<file path="config.mk">
export PLATFORM = sky130hd
export DESIGN_NAME = seq_divider
export DESIGN_NICKNAME = d
export VERILOG_FILES = /design/src/rtl/seq_divider.sv
export SDC_FILE = /design/constraint.sdc
export NUM_CORES = 1
export LEC_CHECK = 0
export CAP_MARGIN = 20
export CORE_ASPECT_RATIO = 0.6
export CORE_MARGIN = 2
export CORE_UTILIZATION = 56
export DETAILED_ROUTE_END_ITERATION = 8
export PLACE_DENSITY = 0.84
export SETUP_SLACK_MARGIN = 0.02
export SLEW_MARGIN = 20
export SYNTH_ARGS = -nofsm -noshare
export SYNTH_HDL_FRONTEND = slang
export SYNTH_SLANG_ARGS = --single-unit
</file>
<file path="constraint.sdc">
create_clock -name CLK -period 4.6 [get_ports CLK]
set_clock_uncertainty 0.15 [all_clocks]
set_input_delay 0.69 -clock CLK [delete_from_list [all_inputs] [get_ports CLK]]
set_output_delay 0.69 -clock CLK [all_outputs]
set_load 0.03 [all_outputs]
</file>
<file path="src/rtl/seq_divider.sv">
// Restoring unsigned divider: one quotient bit per clock behind a START/BUSY/DONE handshake.
// Divisor zero takes a one-cycle path with saturated results and DIV_ZERO set.
module seq_divider #(
  parameter int DW = 8,
  parameter int VW = 4
) (
  input  logic          CLK,
  input  logic          RST,
  input  logic          START,
  input  logic [DW-1:0] DIVIDEND,
  input  logic [VW-1:0] DIVISOR,
  output logic [DW-1:0] QUOTIENT,
  output logic [VW-1:0] REMAINDER,
  output logic          BUSY,
  output logic          DONE,
  output logic          DIV_ZERO
);

  localparam int CW = (DW > 1) ? $clog2(DW) : 1;

  typedef enum logic [1:0] {
    IDLE,
    RUN,
    FIN
  } state_t;

  state_t        state;
  logic [DW-1:0] dvd_sr;
  logic [VW-1:0] dvs;
  logic [VW:0]   p;
  logic [DW-1:0] q_sr;
  logic [CW-1:0] cnt;

  logic [VW:0]   t;
  logic          ge;
  logic [VW:0]   p_next;
  logic [DW-1:0] q_next;

  // One restoring step: shift the next dividend bit into the partial remainder.
  always_comb begin
    t      = {p[VW-1:0], dvd_sr[DW-1]};
    ge     = (t >= {1'b0, dvs});
    p_next = ge ? (t - {1'b0, dvs}) : t;
    q_next = {q_sr[DW-2:0], ge};
  end

  always_ff @(posedge CLK) begin
    if (RST) begin
      state     <= IDLE;
      dvd_sr    <= '0;
      dvs       <= '0;
      p         <= '0;
      q_sr      <= '0;
      cnt       <= '0;
      QUOTIENT  <= '0;
      REMAINDER <= '0;
      BUSY      <= 1'b0;
      DONE      <= 1'b0;
      DIV_ZERO  <= 1'b0;
    end else begin
      case (state)
        IDLE, FIN: begin
          if (START) begin
            dvd_sr <= DIVIDEND;
            dvs    <= DIVISOR;
            p      <= '0;
            q_sr   <= '0;
            cnt    <= CW'(DW - 1);
            if (DIVISOR == '0) begin
              QUOTIENT  <= '1;
              REMAINDER <= '1;
              DIV_ZERO  <= 1'b1;
              state     <= FIN;
              BUSY      <= 1'b0;
              DONE      <= 1'b1;
            end else begin
              DIV_ZERO <= 1'b0;
              state    <= RUN;
              BUSY     <= 1'b1;
              DONE     <= 1'b0;
            end
          end else begin
            state <= IDLE;
            BUSY  <= 1'b0;
            DONE  <= 1'b0;
          end
        end
        RUN: begin
          p      <= p_next;
          q_sr   <= q_next;
          dvd_sr <= dvd_sr << 1;
          cnt    <= cnt - CW'(1);
          if (cnt == '0) begin
            QUOTIENT  <= q_next;
            REMAINDER <= p_next[VW-1:0];
            state     <= FIN;
            BUSY      <= 1'b0;
            DONE      <= 1'b1;
          end
        end
        default: begin
          state <= IDLE;
          BUSY  <= 1'b0;
          DONE  <= 1'b0;
        end
      endcase
    end
  end

endmodule

</file>
==> Yosys cells after proc, flatten, opt, wreduce, memory -nomap -nowiden <==
Cells that the tools add are included.
{ "classes": {"n_lt_le_gt_ge": 1, "n_shift": 0, "reduce_logical": 8, "multipliers": 0, "div": 0, "mux": 29, "add_sub_neg": 2, "bitwise_logic": 0, "eq_ne": 5} }
{ "ops": {"columns": ["operator", "count"], "rows": [
  ["8-bit 2-to-1 mux", 4],
  ["8-bit one-hot mux with 2 select lines", 2],
  ["4-bit 2-to-1 mux", 5],
  ["4-bit one-hot mux with 2 select lines", 2],
  ["7-bit one-hot mux with 2 select lines", 1],
  ["7-bit 2-to-1 mux", 1],
  ["1-bit 2-to-1 mux", 6],
  ["2-bit 2-to-1 mux", 3],
  ["2-bit inequality test, second input constant", 3],
  ["3-bit one-hot mux with 2 select lines", 1],
  ["5-bit by 4-bit greater-or-equal comparator with 1-bit output", 1],
  ["4-bit logical NOT", 1],
  ["1-bit one-hot mux with 2 select lines", 2],
  ["2-bit one-hot mux with 2 select lines", 1],
  ["2-bit AND reduction", 2],
  ["4-bit AND reduction", 1],
  ["4-bit subtractor", 1],
  ["3-bit logical NOT", 1],
  ["3-bit 2-to-1 mux", 1],
  ["3-bit by 1-bit subtractor with 3-bit output, second input constant", 1],
  ["2-bit by 1-bit == test with 1-bit output, second input constant", 1],
  ["2-bit == test, second input constant", 1],
  ["2-bit logical NOT", 1],
  ["2-bit nonzero test", 1],
  ["2-bit OR reduction", 1]
]} }
{ "totals": {"out_inout_bits": 15, "latchBits": 0, "elab_cells": 56, "romBits": 0, "ramBits": 0, "inputBits": 15, "memories": 0, "regBits": 43} }

==> Depth between registers and ports, before layout <==
{ "depth": {"word_depth": 4, "depth_mapped": 8, "ltp_nobuf": 7} }

==> Worst setup path before layout <==
No wires, ideal clock.
{ "synth_timing": {"path_type": "register to register", "startpoint": "register dvd_sr[7]", "endpoint": "register REMAINDER[0]", "stages_incl_launch_ff": 8, "n_path_buf": 0, "setup_ns": 0.079, "required_time_ns": 4.371, "path_slack_ns": 2.634, "t_arrival_ns": 1.736, "period_less_slack_ns": 1.966, "path_cell_list": "dfxtp_1 -> inv_1 -> ha_1 -> nand2b_4 -> a2111oi_4 -> nor2_2 -> mux2_4 -> a211oi_2"} }
{ "synth_via": {"elab_chain_len": 4, "word_cells_on_any_way": 5, "classes_between": "1 x add/sub; 1 x order compare; 3 x mux"} }
{ "synth_lines": {"columns": ["element", "line_no", "source"], "rows": [
  ["start: declaration", "28", "logic [DW-1:0] dvd_sr;"],
  ["start signal: assignment", "91", "dvd_sr <= dvd_sr << 1;"],
  ["4-bit subtractor / 5-bit by 4-bit greater-or-equal comparator with 1-bit output (equally long branches)", "43, 42", null],
  ["4-bit 2-to-1 mux *", "43", "p_next = ge ? (t - {1'b0, dvs}) : t;"],
  ["4-bit 2-to-1 mux *", "93", "if (cnt == '0) begin"],
  ["4-bit one-hot mux with 2 select lines *", "61", "case (state)"],
  ["end signal: assignment", "95", "REMAINDER <= p_next[VW-1:0];"],
  ["end: declaration", "13", "output logic [VW-1:0] REMAINDER,"]
]} }
Mark *: on every way between the ends. The rest lies on a longest branch, timed or not. The select of a mux whose other input is x is not followed.
A chain may end at the register's enable or synchronous reset.

==> Worst setup path after layout <==
{ "layout_timing": {"startpoint": "input port START", "endpoint": "register REMAINDER[1]"} }
{ "layout_via": {"elab_chain_len": 2} }
{ "layout_lines": {"columns": ["element", "line_no", "source"], "rows": [
  ["start: declaration", "9", "input logic START,"],
  ["2-bit inequality test (no line)", null, null],
  ["4-bit AND reduction (no line)", null, null]
]} }
Every way passes these cells.

==> impl_metrics.toml <==
[outcome]
status = "completed"

[worst_setup_path]
worstSetupStartpoint = "START"
crit_chain = "clkdlybuf4s50_1 -> nor2b_1 -> nand2_1 -> nand2_1 -> nor2_1 -> a211oi_2"
crit_arrival_ns = 2.48
r2r_start = "state[0]"
cpPeakStageDelay_ns = 0.47
crit_type = "primary input to register"
crit_required_ns = 4.66
critPathSlowestCell = "clkdlybuf4s50_1"
critPathMaxFanout = 14
cp-end-kind = "register"
crit_path_frequent_cell = "nand2_1"
start_kind = "primary input"

[clock_tree]
htreeDepth = 2
post-cts-setup-buffer-count = 0
cts_buffers = 5
cts_resized = 0
cts_tree = "yes"
clk_path_buf_depth = 2
clock_sinks = 42
cts_hold_buffers = 0
cts_root_buf = "clkbuf_8"
insertion_delay_ns = 0.29
cts.clk_slew.worst_paths_ns = 0.08

[logic_synthesis]
synth-edff-count = 0
synth_top_area_share_pct = 47.1
synthFlopType = "dfxtp_1"
synthDistinctLibCells = 33
synth_warnings = 0
yosysSeqAreaShare_pct = 47.1
ys_async_sr_fraction_pct = 0
yosys-top-cells-area = "dfxtp_1, nor3_1, nand2_1, nor2_1, a21oi_1"
syn_inst = 211
synth.largest_area_cell = "dfxtp_1"
syn_area_per_cell_um2 = 8.46
ys_ff_latch = 42
synth_nets = 233
synth_area_um2 = 1780

[route]
vias_per_cell = 5.40
drtIter0Drc = 109
ant_nets = 0
vias = 1513
avgRoutedWirePerCell_um = 13.9
wirelength_um = 3900
drc_errors = 0
detail_route.first_pass.iterations = 4

[global_route]
grt_max_degree = 29
use_met2_pct = 36.0
grt_remaining_overflow = 0
grt_use_total_pct = 22.9
met1_usage_pct = 31.9
grt_pass1_wl_um = 6260
grt_pass1_vias = 1328
grt_busiest_layer = "met2"
grt_use_met3_pct = 6.23
grt_antenna_before_repair = 0

[floorplan]
core-area_um2 = 2950
initial_core_util_pct = 60.6
pin_count = 30
row_count = 15
die_area_um2 = 3670
dieWidth_um = 76.9
die_h_um = 47.7

[cells_and_area]
final_area_um2 = 2200
final_util_pct = 74.6
diodes = 0
fillCellCount = 241
syn2layout_area_growth_pct = 23.2
nNetsFinal = 259
post_route_cells_drive_above_1_share_pct = 7.56

[placement]
place_ws_ns = 1.88
gp_congestion = 0.847
placed_area_um2 = 2090
numPortBuffers = 29
detailed_place_hpwl_um = 2720

[job]
drv_cap = 0

[pwr]
power.total_uw = 887
vdd_drop_max_uv = 284
powerDensity_nw_per_um2 = 404
leakagePower_uw = 0.000808

[timing]
finalHoldViolations = 0
setup_slack_ns = 2.18
rsz0062_at_grt = "no"
finalSetupViolCount = 0
fin_crit_ns = 2.42
tns_ns = 0
maxSlewHeadroom_pct = 32.0
final-max-slew-violation-count = 0
min_period_over_period_pct = 52.6
worst_pin_slew_ns = 1.02
fmax_ghz = 0.413

[worst_hold_path]
hold_class = "register to register"
holdCritStartpoint = "q_sr[6]"
-- per-stage QoR --
step / cells / hold WS [ns]
floorplan: 211 / 0.286
global placement: 272 / 0.295
detailed placement: 272 / 0.300
CTS: 280 / 0.311
global route: 280 / 0.342
finish: 280 / 0.313
-- worst paths after layout --
path | to | slack, ns | cells after the start
hold / removal | q_sr[6] | 0.31 | 2
setup reg to reg | REMAINDER[1] | 2.19 | 5
setup / recovery | REMAINDER[1] | 2.18 | 6
hold reg to reg | q_sr[6] | 0.31 | 2
-- layout make-up --
class / count / area [um^2] / share of cell area [%]
Clock buffer: 5 / 68.8 / 3.13
Sequential cell: 42 / 841 / 38.2
Clock inverter: 3 / 40.0 / 1.82
Timing Repair Buffer: 30 / 298 / 13.5
Multi-Input combinational cell: 149 / 865 / 39.3
Tap cell: 42 / 52.6 / 2.39
Inverter: 9 / 33.8 / 1.54
-- registers in the layout (all words and copies together) (netlist names) --
name       count
q_sr           7
DIV_ZERO       1
state          1
cnt            3
p              4
REMAINDER      4
DONE           1
dvs            4
BUSY           1
dvd_sr         8
QUOTIENT       8
-- cells in the mapped netlist, types with 2 or more instances --
| library cell | number |
|---|---|
| dfxtp_1 | 42 |
| nor2b_1 | 3 |
| nor3_1 | 23 |
| a21oi_1 | 17 |
| a211oi_2 | 2 |
| inv_1 | 9 |
| nor2_1 | 29 |
| mux2_4 | 2 |
| a211oi_1 | 6 |
| nand2b_1 | 5 |
| nand2_1 | 30 |
| o22ai_1 | 9 |
| clkbuf_1 | 9 |
| ha_1 | 6 |
-- kinds of logic (layout without fill, tap and decap cells) --
logic type	Yosys count	in the layout	share of synthesized area, %
AND/OR/NAND/NOR	98	98	24.8
multiplexers	3	3	2.31
adder cells (fa/ha/maj)	7	7	5.33
buffers and inverters	20	47	4.42
flip-flops	42	42	47.1
XOR/XNOR	1	1	0.491
AO/OA/AOI/OAI	40	40	15.5
-- report_power, final --
group          internal, uW  switching (uW)  total (uW)
registers               392            16.3         408
logic                  84.4             113         197
clock network           160             122         282
total                   636             251         887
-- worst max-delay path: cells and delay by family --
kind,cells,cell delay (ns)
AOI/OAI and AO/OA,1,0.21
buffers and inverters,1,0.47
and+or+nand+nor,4,1.12
-- routing by layer --
metal	wire [um]	vias up
li1	-	769
met1	1920	680
met2	1660	59
met3	278	5
met4	35	0
met5	0	-
-- placed cells by master (no fill, tap or decap), drive strengths merged, types with 2 or more instances in the layout --
cell,count
dfxtp,42
nand2,30
nor2,30
clkdlybuf4s50,29
nor3,23
a21oi,17
inv,9
o22ai,9
a211oi,8
ha,6
nand2b,6
clkbuf,5
nor2b,3
mux2,3
clkinv,2
or2,2
Power figures use the tool's default switching activity.
